**src/rtl/sysid_check_pkg.sv**
```systemverilog
// Shared types and constants for the system-ID probe controller.
// State encoding, slave word addresses and the read-latency counter width.
package sysid_check_pkg;

   typedef enum logic [2:0] {
      ST_IDLE    = 3'd0,
      ST_RD_ID   = 3'd1,
      ST_RD_TS   = 3'd2,
      ST_COMPARE = 3'd3,
      ST_WAIT    = 3'd4
   } state_t;

   localparam logic ADDR_ID = 1'b0;
   localparam logic ADDR_TS = 1'b1;
   localparam int   LAT_W   = 4;

   function automatic logic is_busy(input state_t s);
      return (s == ST_RD_ID) || (s == ST_RD_TS) || (s == ST_COMPARE);
   endfunction

endpackage

```
**src/rtl/sysid_check_cnt.sv**
```systemverilog
// Loadable down-counter that sticks at zero instead of wrapping.
// Load has priority over decrement; zero reflects the registered count.
module sysid_check_cnt #(
   parameter int W = 4
) (
   input  logic         clock,
   input  logic         reset_n,
   input  logic         load,
   input  logic [W-1:0] load_val,
   input  logic         dec,
   output logic         zero
);

   logic [W-1:0] count_q;
   logic [W-1:0] count_d;

   always_comb begin
      count_d = count_q;
      if (load) begin
         count_d = load_val;
      end else if (dec && (count_q != '0)) begin
         count_d = count_q - W'(1);
      end
   end

   always_ff @(posedge clock or negedge reset_n) begin
      if (!reset_n) begin
         count_q <= '0;
      end else begin
         count_q <= count_d;
      end
   end

   assign zero = (count_q == '0);

endmodule

```
**src/rtl/sysid_check_ctrl.sv**
```systemverilog
// Probes the sysid slave (ID word, then timestamp), compares against build-time
// values and reports registered pass/mismatch/sticky-error status.
module sysid_check_ctrl
   import sysid_check_pkg::*;
#(
   parameter logic [31:0] EXP_ID         = 32'h0000_0000,
   parameter logic [31:0] EXP_TS         = 32'h4FC3_2AE3,
   parameter int          READ_LAT       = 1,
   parameter int          RECHECK_CYCLES = 0,
   parameter int          CNT_W          = 32,
   parameter bit          AUTO_START     = 1'b1
) (
   input  logic        clock,
   input  logic        reset_n,
   input  logic        start,
   input  logic        clr_err,
   output logic        sys_address,
   output logic        sys_read,
   input  logic [31:0] sys_readdata,
   output logic        busy,
   output logic        done,
   output logic        pass,
   output logic        id_mismatch,
   output logic        ts_mismatch,
   output logic        err_sticky,
   output logic [31:0] captured_id,
   output logic [31:0] captured_ts
);

   localparam logic [LAT_W-1:0] LAT_LOAD = LAT_W'(READ_LAT);
   localparam logic [CNT_W-1:0] RC_LOAD  = (RECHECK_CYCLES > 0) ? CNT_W'(RECHECK_CYCLES - 1) : '0;

   state_t      state_q, state_d;
   logic        auto_q, auto_d;
   logic        wait_ld_q, wait_ld_d;
   logic [31:0] rd_id_q, rd_id_d;
   logic [31:0] rd_ts_q, rd_ts_d;
   logic        busy_q, busy_d;
   logic        done_q, done_d;
   logic        pass_q, pass_d;
   logic        id_mis_q, id_mis_d;
   logic        ts_mis_q, ts_mis_d;
   logic        err_q, err_d;
   logic [31:0] cap_id_q, cap_id_d;
   logic [31:0] cap_ts_q, cap_ts_d;

   logic        lat_load, lat_dec, lat_zero;
   logic        rc_load, rc_dec, rc_zero;
   logic        id_diff, ts_diff;

   assign id_diff = (rd_id_q != EXP_ID);
   assign ts_diff = (rd_ts_q != EXP_TS);

   always_comb begin
      state_d   = state_q;
      auto_d    = 1'b0;
      wait_ld_d = wait_ld_q;
      rd_id_d   = rd_id_q;
      rd_ts_d   = rd_ts_q;
      done_d    = 1'b0;
      pass_d    = pass_q;
      id_mis_d  = id_mis_q;
      ts_mis_d  = ts_mis_q;
      cap_id_d  = cap_id_q;
      cap_ts_d  = cap_ts_q;
      lat_load  = 1'b0;
      lat_dec   = 1'b0;
      rc_load   = 1'b0;
      rc_dec    = 1'b0;

      case (state_q)
         ST_IDLE: begin
            if (start || auto_q) begin
               state_d  = ST_RD_ID;
               lat_load = 1'b1;
            end
         end
         ST_RD_ID: begin
            if (lat_zero) begin
               rd_id_d  = sys_readdata;
               state_d  = ST_RD_TS;
               lat_load = 1'b1;
            end else begin
               lat_dec = 1'b1;
            end
         end
         ST_RD_TS: begin
            if (lat_zero) begin
               rd_ts_d = sys_readdata;
               state_d = ST_COMPARE;
            end else begin
               lat_dec = 1'b1;
            end
         end
         ST_COMPARE: begin
            done_d   = 1'b1;
            pass_d   = !(id_diff || ts_diff);
            id_mis_d = id_diff;
            ts_mis_d = ts_diff;
            cap_id_d = rd_id_q;
            cap_ts_d = rd_ts_q;
            if (RECHECK_CYCLES == 0) begin
               state_d = ST_IDLE;
            end else begin
               state_d   = ST_WAIT;
               wait_ld_d = 1'b1;
            end
         end
         ST_WAIT: begin
            // The interval counter is loaded in the first WAIT cycle, then counted down.
            if (start) begin
               state_d   = ST_RD_ID;
               lat_load  = 1'b1;
               wait_ld_d = 1'b0;
            end else if (wait_ld_q) begin
               rc_load   = 1'b1;
               wait_ld_d = 1'b0;
            end else if (rc_zero) begin
               state_d  = ST_RD_ID;
               lat_load = 1'b1;
            end else begin
               rc_dec = 1'b1;
            end
         end
         default: state_d = ST_IDLE;
      endcase

      // A failing result beats clr_err both on the compare edge and during the done cycle.
      err_d = err_q;
      if (clr_err && !(done_q && !pass_q)) begin
         err_d = 1'b0;
      end
      if ((state_q == ST_COMPARE) && (id_diff || ts_diff)) begin
         err_d = 1'b1;
      end

      busy_d = is_busy(state_d);
   end

   always_ff @(posedge clock or negedge reset_n) begin
      if (!reset_n) begin
         state_q   <= ST_IDLE;
         auto_q    <= AUTO_START;
         wait_ld_q <= 1'b0;
         rd_id_q   <= '0;
         rd_ts_q   <= '0;
         busy_q    <= 1'b0;
         done_q    <= 1'b0;
         pass_q    <= 1'b0;
         id_mis_q  <= 1'b0;
         ts_mis_q  <= 1'b0;
         err_q     <= 1'b0;
         cap_id_q  <= '0;
         cap_ts_q  <= '0;
      end else begin
         state_q   <= state_d;
         auto_q    <= auto_d;
         wait_ld_q <= wait_ld_d;
         rd_id_q   <= rd_id_d;
         rd_ts_q   <= rd_ts_d;
         busy_q    <= busy_d;
         done_q    <= done_d;
         pass_q    <= pass_d;
         id_mis_q  <= id_mis_d;
         ts_mis_q  <= ts_mis_d;
         err_q     <= err_d;
         cap_id_q  <= cap_id_d;
         cap_ts_q  <= cap_ts_d;
      end
   end

   sysid_check_cnt #(.W(LAT_W)) u_lat_cnt (
      .clock    (clock),
      .reset_n  (reset_n),
      .load     (lat_load),
      .load_val (LAT_LOAD),
      .dec      (lat_dec),
      .zero     (lat_zero)
   );

   sysid_check_cnt #(.W(CNT_W)) u_rc_cnt (
      .clock    (clock),
      .reset_n  (reset_n),
      .load     (rc_load),
      .load_val (RC_LOAD),
      .dec      (rc_dec),
      .zero     (rc_zero)
   );

   assign sys_address = (state_q == ST_RD_TS) ? ADDR_TS : ADDR_ID;
   assign sys_read    = (state_q == ST_RD_ID) || (state_q == ST_RD_TS);
   assign busy        = busy_q;
   assign done        = done_q;
   assign pass        = pass_q;
   assign id_mismatch = id_mis_q;
   assign ts_mismatch = ts_mis_q;
   assign err_sticky  = err_q;
   assign captured_id = cap_id_q;
   assign captured_ts = cap_ts_q;

endmodule

```
**config.mk**
```make
export PLATFORM = sky130hd
export DESIGN_NAME = sysid_check_ctrl
export DESIGN_NICKNAME = d
export VERILOG_FILES = /design/src/rtl/sysid_check_pkg.sv /design/src/rtl/sysid_check_cnt.sv /design/src/rtl/sysid_check_ctrl.sv
export SDC_FILE = /design/constraint.sdc
export NUM_CORES = 1
export LEC_CHECK = 0
export CORE_ASPECT_RATIO = 1.5
export CORE_MARGIN = 2
export CORE_UTILIZATION = 47
export CTS_CLUSTER_SIZE = 25
export DETAILED_ROUTE_END_ITERATION = 10
export HOLD_SLACK_MARGIN = 0.08
export MAX_ROUTING_LAYER = met4
export PLACE_DENSITY = 0.74
export SLEW_MARGIN = 20
export SYNTH_ARGS = -nofsm -noshare
export SYNTH_HDL_FRONTEND = slang
export SYNTH_SLANG_ARGS = --single-unit
```
**constraint.sdc**
```tcl
create_clock -name clock -period 2.1 [get_ports clock]
set_clock_uncertainty 0.2 [all_clocks]
set_input_delay 0.42 -clock clock [delete_from_list [all_inputs] [get_ports clock]]
set_output_delay 0.42 -clock clock [all_outputs]
set_load 0.005 [all_outputs]
```
==> tab_implementation.tex, run 1 <==
\begin{tabular}{lr}
\hline
Metric & Value \\
\hline
\multicolumn{2}{l}{\textbf{Place}} \\
I/O Buffers & 107 \\
RePlAce Congestion & 0.836 \\
Post-DP HPWL & 12100 µm \\
Area after detailed placement & 8820 µm² \\
\multicolumn{2}{l}{\textbf{GRT}} \\
Gr usage total & 0.241 \\
Maximum number of pins on one net before global-route repair & 71 \\
Global-route wire length before repair & 29600 µm \\
GRT overflow & 0 \\
Antenna violations before repair & 1 \\
Via count of the first global-routing pass & 5871 \\
\multicolumn{2}{l}{\textbf{Synth}} \\
Most area-consuming cells after synthesis & sky130\_fd\_sc\_hd\_\_dfrtp\_1 61\%, sky130\_fd\_sc\_hd\_\_nand2\_1 11\%, sky130\_fd\_sc\_hd\_\_mux2\_2 10\% \\
Mapped Area & 7110 µm² \\
Number of distinct library cell variants in the gate-level netlist after synthesis & 54 \\
Mapped Avg Cell Area & 11.2 µm² \\
Number of warning messages in the yosys log & 0 \\
Fraction of the yosys area taken by sequential cells & 0.613 \\
Cell taking the most area after synthesis & sky130\_fd\_sc\_hd\_\_dfrtp\_1 \\
Yosys reg bits & 174 \\
Synthesized net count & 671 \\
Cells after synthesis & 632 \\
Portion of synthesized cell area occupied by the leading cell type & 0.609 \\
\multicolumn{2}{l}{\textbf{Routing}} \\
Antenna Nets Post-Route & 0 \\
Routed via count & 5327 \\
Final wirelength & 18500 µm \\
Detail-routed net length per standard cell & 18.1 µm \\
Number of iterations in the first detailed-routing pass & 4 \\
Vias per std cell & 5.22 \\
Count of unresolved DRC violations after routing & 0 \\
Initial drt markers & 145 \\
\multicolumn{2}{l}{\textbf{Critical path}} \\
Worst Path Required & 2210 ps \\
Crit-path max FO & 8 \\
Critical path class & reg2reg \\
Arrival time at the worst endpoint & 2370 ps \\
Cell count of the worst reg-to-reg path & 6 \\
Worst setup path startpoint & u\_rc\_cnt.count\_q[24] \\
Crit end category & flip-flop \\
End of the worst register-to-register path & u\_rc\_cnt.count\_q[1] \\
Launch instance of the worst register-to-register path & u\_rc\_cnt.count\_q[24] \\
Worst R2R Setup Slack & -160 ps \\
Startpoint Class & flip-flop \\
\multicolumn{2}{l}{\textbf{Die}} \\
Total I/O pin count & 108 \\
Die span in x & 104 µm \\
Floorplan core area & 14900 µm² \\
Starting density of the core & 0.476 \\
Floorplan die area & 16100 µm² \\
Std cell rows & 55 \\
Die Height & 155 µm \\
\multicolumn{2}{l}{\textbf{Worst hold path}} \\
Worst Hold Launch & u\_rc\_cnt.count\_q[21] \\
Class of the most critical hold timing path & reg2reg \\
Min-Delay Path Depth & 1 \\
Hold-critical path endpoint & u\_rc\_cnt.count\_q[21] \\
\multicolumn{2}{l}{\textbf{STA}} \\
Hold slack & 272 ps \\
Minimum clock period after layout & 2260 ps \\
Share of the clock period used by the worst path & 1.08 \\
Max-slew violations & 0 \\
Worst Setup Slack, final & -164 ps \\
Setup violators final & 31 \\
Upper clock frequency limit & 442 MHz \\
Setup repair after global routing missed its margin & true \\
Final hold vios & 0 \\
\multicolumn{2}{l}{\textbf{CTS}} \\
Clock transition at the registers of the reported paths & 70 ps \\
Clk root buf & sky130\_fd\_sc\_hd\_\_clkbuf\_16 \\
Deepest level of the CTS H-tree & 4 \\
Total CTS buffers & 17 \\
Clk sinks & 174 \\
TritonCTS clock tree & built \\
Clk\_lat worst skew & 430 ps \\
Number of buffers on the longest clock path & 2 \\
\multicolumn{2}{l}{\textbf{Power and ir drop}} \\
Worst voltage drop across the vdd grid & 0.000659 V \\
Leak Pwr & 4.77 nW \\
Post-layout power & 12.6 mW \\
Power per Cell Area & 1270 nW/µm² \\
\multicolumn{2}{l}{\textbf{Finish}} \\
Final core area utilization & 0.666 \\
Total number of nets in the final design & 848 \\
Proportion of layout cells with a drive suffix above 1 & 0.291 \\
Most common cell after layout, fill and taps aside & sky130\_fd\_sc\_hd\_\_nand2\_1 \\
Most used cells in the layout excluding fill and tap cells & 204 x sky130\_fd\_sc\_hd\_\_nand2\_1, 172 x sky130\_fd\_sc\_hd\_\_dfrtp\_1, 103 x sky130\_fd\_sc\_hd\_\_clkdlybuf4s50\_1, 66 x sky130\_fd\_sc\_hd\_\_mux2\_2, 54 x sky130\_fd\_sc\_hd\_\_buf\_4 \\
Register area & 4360 µm² \\
Fillers & 1155 \\
Post-route design area & 9950 µm² \\
Footprint of the multi-input gates & 3020 µm² \\
Signed area change from the synthesized netlist to the final layout & 39.9\% \\
\multicolumn{2}{l}{\textbf{Status}} \\
Status & finished with violations \\
Violated checks & setup timing \\
\multicolumn{2}{l}{\textbf{Run}} \\
Number of max-cap violations & 0 \\
\hline
\end{tabular}
==> power by group <==
part	leakage [nW]	switching [mW]	internal, mW	total [mW]
clock	0.272	1.37	1.66	3.03
sequential	2.16	0.916	4.66	5.57
combinational	2.33	1.63	2.39	4.01
total	4.77	3.91	8.70	12.6
==> stage by stage <==
stage | instances | setup WS [ps] | setup TNS [ps]
after floorplan | 632 | -153 | -196
after global placement | 971 | -454 | -6100
after detailed placement | 971 | -577 | -9280
after CTS | 1012 | -137 | -1600
after global routing | 1021 | -236 | -5470
final | 1021 | -164 | -3290
==> synthesized netlist by cell type, drive strengths merged <==
| cell type | n |
|---|---|
| mux2 | 66 |
| nor3b | 2 |
| a22o | 1 |
| nand2b | 4 |
| ha | 3 |
| mux2i | 2 |
| a31oi | 1 |
| nand4 | 4 |
| and4 | 1 |
| o21ai | 14 |
| nand3b | 1 |
| or2b | 1 |
| conb | 1 |
| a21o | 2 |
| nor4b | 2 |
| o31ai | 3 |
| nor3 | 15 |
| nor4bb | 1 |
| nand2 | 208 |
| buf | 7 |
| nand3 | 8 |
| a21oi | 3 |
| o2bb2ai | 1 |
| a211oi | 1 |
| nand4b | 3 |
| dfrtp | 173 |
| dfstp | 1 |
| inv | 7 |
| and3 | 2 |
| clkbuf | 16 |
| or3 | 7 |
| xnor2 | 8 |
| nor4 | 18 |
| and2 | 1 |
| or4 | 6 |
| or4b | 3 |
| nor2 | 15 |
| nor2b | 3 |
| or3b | 1 |
| xor2 | 15 |
| or2 | 1 |
==> area by class of cell <==
| cell class | count | area share |
|---|---|---|
| Timing Repair Buffer | 181 | 0.175 |
| Clock inverter | 13 | 0.0131 |
| Inverter | 7 | 0.00264 |
| Antenna cell | 1 | 0.000252 |
| Multi-Input combinational cell | 428 | 0.303 |
| Tap cell | 199 | 0.0250 |
| Sequential cell | 174 | 0.438 |
| Clock buffer | 18 | 0.0431 |
==> cells by family after synthesis <==
group | after synthesis | synth area share
buf+inv | 30 | 0.0173
fa+ha+maj | 3 | 0.00528
compound gates | 26 | 0.0217
other cells | 1 | 0.000528
simple gates | 307 | 0.206
xor+xnor | 23 | 0.0294
mux | 68 | 0.107
flops | 174 | 0.613
==> worst max-delay path, stage by stage (launching register included) <==
cell and delay [ps]:
sky130_fd_sc_hd__dfrtp_1 390, sky130_fd_sc_hd__or4_4 540, sky130_fd_sc_hd__nand4b_4 230, sky130_fd_sc_hd__nor3b_4 340
sky130_fd_sc_hd__buf_6 240, sky130_fd_sc_hd__nor2_4 80, sky130_fd_sc_hd__mux2i_1 120
==> how the worst max path moves through the flow <==
stage,to,slack [ps]
after floorplan,u_rc_cnt.count_q[25],-150
after global placement,u_rc_cnt.count_q[15],-450
after detailed placement,u_rc_cnt.count_q[15],-580
after CTS,u_rc_cnt.count_q[25],-140
after global routing,u_rc_cnt.count_q[1],-240
final,u_rc_cnt.count_q[1],-160
==> state kept, by name (all words and copies together), names as in the netlist <==
signal and flops:
captured_id 32, captured_ts 32, rd_id_q 32, rd_ts_q 32, u_rc_cnt.count_q 32, u_lat_cnt.count_q 4, state_q 3, auto_q 1
busy 1, done 1, err_sticky 1, id_mismatch 1, pass 1, ts_mismatch 1
==> routing by layer <==
layer | track usage | share of wire | wire, µm
met2 | 0.427 | 0.55 | 10200
met4 | 0.125 | 0.041 | 748
met5 | - | 0 | 0
met1 | 0.259 | 0.38 | 7010
met3 | 0.0388 | 0.028 | 526
==> what timing repair did <==
action | CTS | global route
gates resized for setup | 62 | 40
hold buffers | 1 | 0
setup endpoints to repair | 81 | 105
setup buffers | 10 | 9
endpoints found under the hold margin | 39 | 0
pin swaps | 20 | 17
No activity file was read; power rests on OpenSTA's default activity.
==> inputs of run 2 (changes only) <==
--- a/config.mk
+++ b/config.mk
@@ -12,8 +12,9 @@
 export DETAILED_ROUTE_END_ITERATION = 10
 export HOLD_SLACK_MARGIN = 0.08
 export MAX_ROUTING_LAYER = met4
-export PLACE_DENSITY = 0.74
+export PLACE_DENSITY = 0.71
 export SLEW_MARGIN = 20
 export SYNTH_ARGS = -nofsm -noshare
 export SYNTH_HDL_FRONTEND = slang
 export SYNTH_SLANG_ARGS = --single-unit
+export TNS_END_PERCENT = 30
==> constraint.sdc (replaced) <==
create_clock -name clock -period 2.4 [get_ports clock]
set_clock_uncertainty 0.2 [all_clocks]
set_input_delay 0.48 -clock clock [delete_from_list [all_inputs] [get_ports clock]]
set_output_delay 0.48 -clock clock [all_outputs]
set_load 0.005 [all_outputs]
==> tab_implementation.tex, run 2 (synthesis gave the netlist of run 1 again) <==
\begin{tabular}{lr}
\hline
Metric & Value \\
\hline
\multicolumn{2}{l}{\textbf{Status}} \\
Status & completed \\
\multicolumn{2}{l}{\textbf{Finish}} \\
Most used cells in the layout excluding fill and tap cells & 208 x sky130\_fd\_sc\_hd\_\_nand2\_1, 169 x sky130\_fd\_sc\_hd\_\_dfrtp\_1, 104 x sky130\_fd\_sc\_hd\_\_clkdlybuf4s50\_1, 66 x sky130\_fd\_sc\_hd\_\_mux2\_2, 25 x sky130\_fd\_sc\_hd\_\_buf\_4 \\
Signed area change from the synthesized netlist to the final layout & 31.0\% \\
Most common cell after layout, fill and taps aside & sky130\_fd\_sc\_hd\_\_nand2\_1 \\
Inserted Diodes & 0 \\
Post-route design area & 9310 µm² \\
Fillers & 1234 \\
Proportion of layout cells with a drive suffix above 1 & 0.201 \\
Register area & 4360 µm² \\
Footprint of the multi-input gates & 2700 µm² \\
Total number of nets in the final design & 802 \\
\multicolumn{2}{l}{\textbf{CTS}} \\
Clk root buf & sky130\_fd\_sc\_hd\_\_clkbuf\_16 \\
Total CTS buffers & 17 \\
Clock transition at the registers of the reported paths & 60 ps \\
Clk sinks & 174 \\
TritonCTS clock tree & built \\
Deepest level of the CTS H-tree & 4 \\
Number of buffers on the longest clock path & 2 \\
Clk\_lat worst skew & 430 ps \\
\multicolumn{2}{l}{\textbf{Routing}} \\
Antenna Nets Post-Route & 0 \\
Detail-routed net length per standard cell & 16.9 µm \\
Final wirelength & 16400 µm \\
Routed via count & 5030 \\
Number of iterations in the first detailed-routing pass & 4 \\
Initial drt markers & 160 \\
Count of unresolved DRC violations after routing & 0 \\
Vias per std cell & 5.16 \\
\multicolumn{2}{l}{\textbf{Critical path}} \\
Worst setup path endpoint & u\_rc\_cnt.count\_q[29] \\
Crit end category & flip-flop \\
Startpoint Class & flip-flop \\
Worst Path Required & 2540 ps \\
End of the worst register-to-register path & u\_rc\_cnt.count\_q[29] \\
Arrival time at the worst endpoint & 2450 ps \\
Launch instance of the worst register-to-register path & u\_rc\_cnt.count\_q[12] \\
Worst setup path startpoint & u\_rc\_cnt.count\_q[12] \\
Cell count of the worst reg-to-reg path & 6 \\
Worst R2R Setup Slack & 90 ps \\
Crit-path max FO & 8 \\
Critical path class & reg2reg \\
\multicolumn{2}{l}{\textbf{Power and ir drop}} \\
Leak Pwr & 4.49 nW \\
Power per Cell Area & 1200 nW/µm² \\
Worst voltage drop across the vdd grid & 0.000679 V \\
\multicolumn{2}{l}{\textbf{GRT}} \\
Antenna violations before repair & 0 \\
Via count of the first global-routing pass & 5418 \\
Global-route wire length before repair & 27000 µm \\
Gr usage total & 0.220 \\
GRT overflow & 0 \\
Maximum number of pins on one net before global-route repair & 59 \\
\multicolumn{2}{l}{\textbf{Die}} \\
Die Height & 155 µm \\
Starting density of the core & 0.476 \\
Floorplan core area & 14900 µm² \\
Die span in x & 104 µm \\
Std cell rows & 55 \\
Floorplan die area & 16100 µm² \\
Total I/O pin count & 108 \\
\multicolumn{2}{l}{\textbf{STA}} \\
Transition at the pin with the smallest max-transition slack & 523 ps \\
Final hold vios & 0 \\
Final setup TNS & 0 ps \\
Share of the clock period used by the worst path & 0.963 \\
Hold slack & 270 ps \\
Max-slew violations & 0 \\
Setup violators final & 0 \\
Upper clock frequency limit & 433 MHz \\
Minimum clock period after layout & 2310 ps \\
Slew HR & 0.650 \\
Setup repair after global routing missed its margin & false \\
\multicolumn{2}{l}{\textbf{Place}} \\
Post-DP HPWL & 11800 µm \\
I/O Buffers & 107 \\
RePlAce Congestion & 0.870 \\
Area after detailed placement & 8560 µm² \\
\multicolumn{2}{l}{\textbf{Worst hold path}} \\
Class of the most critical hold timing path & reg2reg \\
\multicolumn{2}{l}{\textbf{Run}} \\
Number of max-cap violations & 0 \\
\hline
\end{tabular}
## run 2: layer usage
| layer | vias up | track usage | share of wire |
|---|---|---|---|
| li1 | 2383 | - | - |
| met1 | 2523 | 0.233 | 0.39 |
| met4 | 0 | 0.0753 | 0.018 |
| met2 | 102 | 0.400 | 0.56 |
| met5 | - | - | 0 |
| met3 | 22 | 0.0518 | 0.036 |
## run 2: how the worst min path moves through the flow
stage | from | to | slack, ps | depth (start not counted)
after floorplan | reset_n | busy | -20 | 0
after global placement | reset_n | captured_ts[8] | 250 | 1
after detailed placement | reset_n | captured_ts[9] | 250 | 1
after CTS | captured_ts[31] | captured_ts[31] | 280 | 2
after global routing | u_rc_cnt.count_q[21] | u_rc_cnt.count_q[21] | 290 | 1
final | captured_id[4] | captured_id[4] | 270 | 2
## run 2: cell type report
class | count | area share
timing repair buffer | 135 | 0.141
clock buffer | 21 | 0.0516
multi-input combinational | 428 | 0.290
sequential | 174 | 0.468
inverter | 7 | 0.00282
clock inverter | 10 | 0.0198
tap | 199 | 0.0267
## run 2: power breakdown
group          leakage (nW)  total [mW]  switching, mW  internal (mW)
sequential             2.15        4.91          0.829           4.08
clock                 0.321        3.05           1.10           1.95
combinational          2.02        3.19           1.27           1.92
## run 2: worst max-delay path, cell delays in order (launching register included)
cell and delay [ps]:
sky130_fd_sc_hd__dfrtp_2 450, sky130_fd_sc_hd__nor4_4 340, sky130_fd_sc_hd__nand4_1 220, sky130_fd_sc_hd__or3b_4 430, sky130_fd_sc_hd__buf_4 180, sky130_fd_sc_hd__nor4_2 240
sky130_fd_sc_hd__xor2_1 180
## run 2: metrics by stage
step	worst slack, ps	utilization	std cells	power (mW)
after floorplan	141	-	632	6.29
after global placement	-144	0.573	941	7.99
after detailed placement	-230	0.573	941	8.14
after CTS	16.5	0.620	974	11.2
after global routing	0.289	0.624	974	11.8
final	89.0	0.624	974	11.2
## run 2: timing repair
item	in CTS	in global routing
hold endpoints to repair	46	0
pin swaps	1	3
hold buffers	1	0
resized for setup	8	12
buffers inserted	1	0
endpoints found under the setup margin	2	20
==> inputs of run 3 (changes only) <==
--- a/config.mk
+++ b/config.mk
@@ -10,7 +10,6 @@
 export CORE_UTILIZATION = 47
 export CTS_CLUSTER_SIZE = 25
 export DETAILED_ROUTE_END_ITERATION = 10
-export HOLD_SLACK_MARGIN = 0.08
 export MAX_ROUTING_LAYER = met4
 export PLACE_DENSITY = 0.71
 export SLEW_MARGIN = 20
==> results of run 3 <==
Final layout, timing and power as in run 2 (identical DEF).
==> edit 1: new RTL, flow settings as in run 3 <==
Set the parameter `RECHECK_CYCLES` to 1 (it was 0).
--- a/src/rtl/sysid_check_ctrl.sv
+++ b/src/rtl/sysid_check_ctrl.sv
@@ -7,5 +7,5 @@
    parameter logic [31:0] EXP_TS         = 32'h4FC3_2AE3,
    parameter int          READ_LAT       = 1,
-   parameter int          RECHECK_CYCLES = 0,
+   parameter int          RECHECK_CYCLES = 1,
    parameter int          CNT_W          = 32,
    parameter bit          AUTO_START     = 1'b1
Behaviour: not the same (Yosys sat finds a counterexample within 10 cycles, from zero or initial values and one cycle with reset_n low).
==> edit 1 against run 3 <==
  * Worst setup slack lost 0.074 ns
  * Largest power group unchanged
  * Routed wire length is 12% higher
  * Synthesized area increased by 8.0%
  * Total power grew 9.2%
  * Sequential cell count increased by 1
  * Hold slack improved by 0.0073 ns
  * Non-clock buffer count rose by 21
  * Design area rose by 6.4%
==> edit 1: results (changes against run 3) <==
yosys:
  ys_seq_area_share_pct: 57.1  # was 61.3%
  ys_types: 65  # was 54
  synthTopCellsByArea: "dfrtp_1, nand2_1, mux2_4"  # was dfrtp_1, nand2_1, mux2_2
  synth_commonest_cells: "nand2_1, dfrtp_1, o21ai_0"  # was nand2_1, dfrtp_1, mux2_2
  synth-adder-area-share_pct: 0.326  # was 0.528%
  syn_nets: 755  # was 671
  synth_xor_area_share_pct: 0.342  # was 2.94%
critical_path:
  r2r_start: "u_rc_cnt.count_q[0]"  # was u_rc_cnt.count_q[12]
  reg2reg_slack_ns: 0.01  # was 0.09 ns
  crit_arrival_ns: 2.50  # was 2.45 ns
  crit_path_end: "u_rc_cnt.count_q[12]"  # was u_rc_cnt.count_q[29]
  path_max_fanout: 6  # was 8
  ff2ff_path_depth: 10  # was 6
power:
  vdd_drop_max_mv: 0.681  # was 0.679 mV
  power_clock_mw: 2.65  # was 3.05 mW
  swShare_pct: 33.5  # was 28.7%
  p_leak_nw: 4.61  # was 4.49 nW
final_layout:
  clock_area_share_pct: 5.75  # was 7.13%
  nNetsFinal: 892  # was 802
  n_all_buffers: 156  # was 135
  comb.multi_input.count: 494  # was 428
  nClkBuffers: 17  # was 21
  inverters: 10  # was 7
  n_fill_cell: 1325  # was 1234
  nonClkBufAreaFrac_pct: 15.5  # was 14.1%
global_route:
  grt_pass1_vias: 6023  # was 5418
  grt.total_usage_pct: 22.3  # was 22.0%
  grt_pass1_wl_um: 29900  # was 27000 um
worst_hold_path:
  hp-class: "in -> async"  # was reg -> reg
placed_design:
  gp_congestion: 0.893  # was 0.870
detailed_routing:
  wl_per_cell_um: 17.1  # was 16.9 um
run_status:
  status: "completed"  # unchanged
floorplanning:
  rows: 57  # was 55
[edit 1: cell types whose count changed after synthesis, moves of 6 or more]
cell	change
mux2_4	+29
nor2b_1	+6
a31oi_1	+10
o21ai_0	+23
nand2_1	+14
xor2_1	-14
mux2_2	-30
o31ai_1	+7
a21oi_1	+6
[edit 1: per-layer routing]
layer / GRT usage [%] / share of wire (%) / up-vias
met1: 26.4 / 42 / 2949
met3: 3.81 / 3.3 / 30
met2: 38.2 / 53 / 138
li1: - / - / 2752
met4: 7.75 / 2.2 / 0
met5: - / 0 / -
[edit 1: per-stage QoR]
step / std cells / total power, mW / setup slack, ns / cell area, um^2
after global routing: 1072 / 13.0 / -0.0413 / 9910
after detailed placement: 1037 / 9.47 / -0.347 / 9220
after CTS: 1070 / 12.2 / 0.00597 / 9830
after floorplan: 717 / 7.40 / 0.123 / 7670
final: 1072 / 12.2 / 0.0146 / 9910
after global placement: 1037 / 9.26 / -0.284 / 9220
==> edit 2: new RTL, settings of run 3 <==
Without the edit above. Add an input register stage for `sys_readdata`; this delays it by one clock. The other inputs are not delayed to match.
--- a/src/rtl/sysid_check_ctrl.sv
+++ b/src/rtl/sysid_check_ctrl.sv
@@ -31,4 +31,10 @@
    localparam logic [CNT_W-1:0] RC_LOAD  = (RECHECK_CYCLES > 0) ? CNT_W'(RECHECK_CYCLES - 1) : '0;
 
+   logic [31:0] sys_readdata_q;
+
+   always_ff @(posedge clock) begin
+      sys_readdata_q <= sys_readdata;
+   end
+
    state_t      state_q, state_d;
    logic        auto_q, auto_d;
@@ -78,5 +84,5 @@
          ST_RD_ID: begin
             if (lat_zero) begin
-               rd_id_d  = sys_readdata;
+               rd_id_d  = sys_readdata_q;
                state_d  = ST_RD_TS;
                lat_load = 1'b1;
@@ -87,5 +93,5 @@
          ST_RD_TS: begin
             if (lat_zero) begin
-               rd_ts_d = sys_readdata;
+               rd_ts_d = sys_readdata_q;
                state_d = ST_COMPARE;
             end else begin
Formal check against the unedited RTL: not equivalent (a bounded check fails within 10 cycles, from zero or initial values and one cycle with reset_n low).
==> edit 2 against run 3 <==
  * Sequential cell count is 32 higher
  * Synthesized area is 10% higher
  * Total power increased by 7.3%
  * The flow now finishes with violations (setup timing)
  * Design area is 9.1% higher
  * Routed wire length increased by 3.6%
  * Clock power is 7% higher
  * Largest power group unchanged
  * Cell count is 6.8% higher
  * Worst setup slack got worse by 0.18 ns
==> edit 2: results (changes against run 3) <==
run_status:
  violations: "setup timing"
  status: "finished, violations left"  # was completed
final_layout:
  clock_area_share_pct: 6.86  # was 7.13%
  drive_gt1_share_pct: 20.1  # about the same
  nNetsFinal: 858  # was 802
  nClkBuffers: 32  # was 21
  comb.multi_input.count: 435  # was 428
clock_tree:
  cts_setup_buffers: 7  # was 1
  cts_buffer_depth: 3  # was 2
  cts_sinks: 206  # was 174
  cts_made_buffers: 21  # was 17
  htreeDepth: 1  # was 4
  clk_latency_ns: 0.50  # was 0.43 ns
floorplanning:
  rows: 57  # was 55
timing:
  fin_tns_setup_ns: -0.422  # was 0 ns
  setup_ws_ns: -0.0862  # was 0.0890 ns
  setup_viol: 13  # was 0
yosys:
  synthCells: 674  # was 632
  syn_nets: 713  # was 671
global_route:
  use_met2_pct: 34.0  # was 40.0%
  groute.layer.met3.usage_pct: 2.69  # was 5.18%
  grt.total_usage_pct: 20.3  # was 22.0%
  grt_pass1_wl_um: 27800  # was 27000 um
power:
  vdd_drop_max_mv: 0.715  # was 0.679 mV
  p_per_area_mw_per_mm2: 1180  # was 1200 mW/mm^2
  p_leak_nw: 4.92  # was 4.49 nW
detailed_routing:
  drtIter0Drc: 211  # was 160
worst_hold_path:
  hp-class: "in -> reg"  # was reg -> reg
critical_path:
  cp_slowest_cell: "or4_4"  # was dfrtp_2
  crit_arrival_ns: 2.65  # was 2.45 ns
  regToRegEndpoint: "u_rc_cnt.count_q[5]"  # was u_rc_cnt.count_q[29]
  slowest_delay_ns: 0.53  # was 0.45 ns
placed_design:
  gp_congestion: 0.829  # was 0.870
==> edit 2: changes by cell type after synthesis, sizes merged, moves of 3 or more <==
cell | before | now
nand3 | 8 | 4
dfxtp | 0 | 32
nand3b | 1 | 4
nand2 | 208 | 217
==> edit 2: report_power, final <==
part	total, mW	internal [mW]	switching [mW]
clock network	3.25	1.97	1.28
logic	3.33	1.92	1.41
registers	5.38	4.58	0.803
==> edit 2: logic make-up (layout without fill, tap and decap cells) <==
group	Yosys count	after routing	synth area share [%]
buffers and inverters	33	193	1.71
DFF	206	206	63.9
AOI/OAI and AO/OA	31	31	3.10
xor gates and xnor gates	23	23	2.58
other	1	1	0.0479
and+or+nand+nor	309	309	18.5
muxes	68	68	9.74
adders and majority gates	3	3	0.480
==> edit 2: layer usage <==
layer	vias up	part of all wire (%)
met3	32	4.2
li1	2549	-
met5	-	0
met1	2691	42
met2	109	52
met4	0	2.4
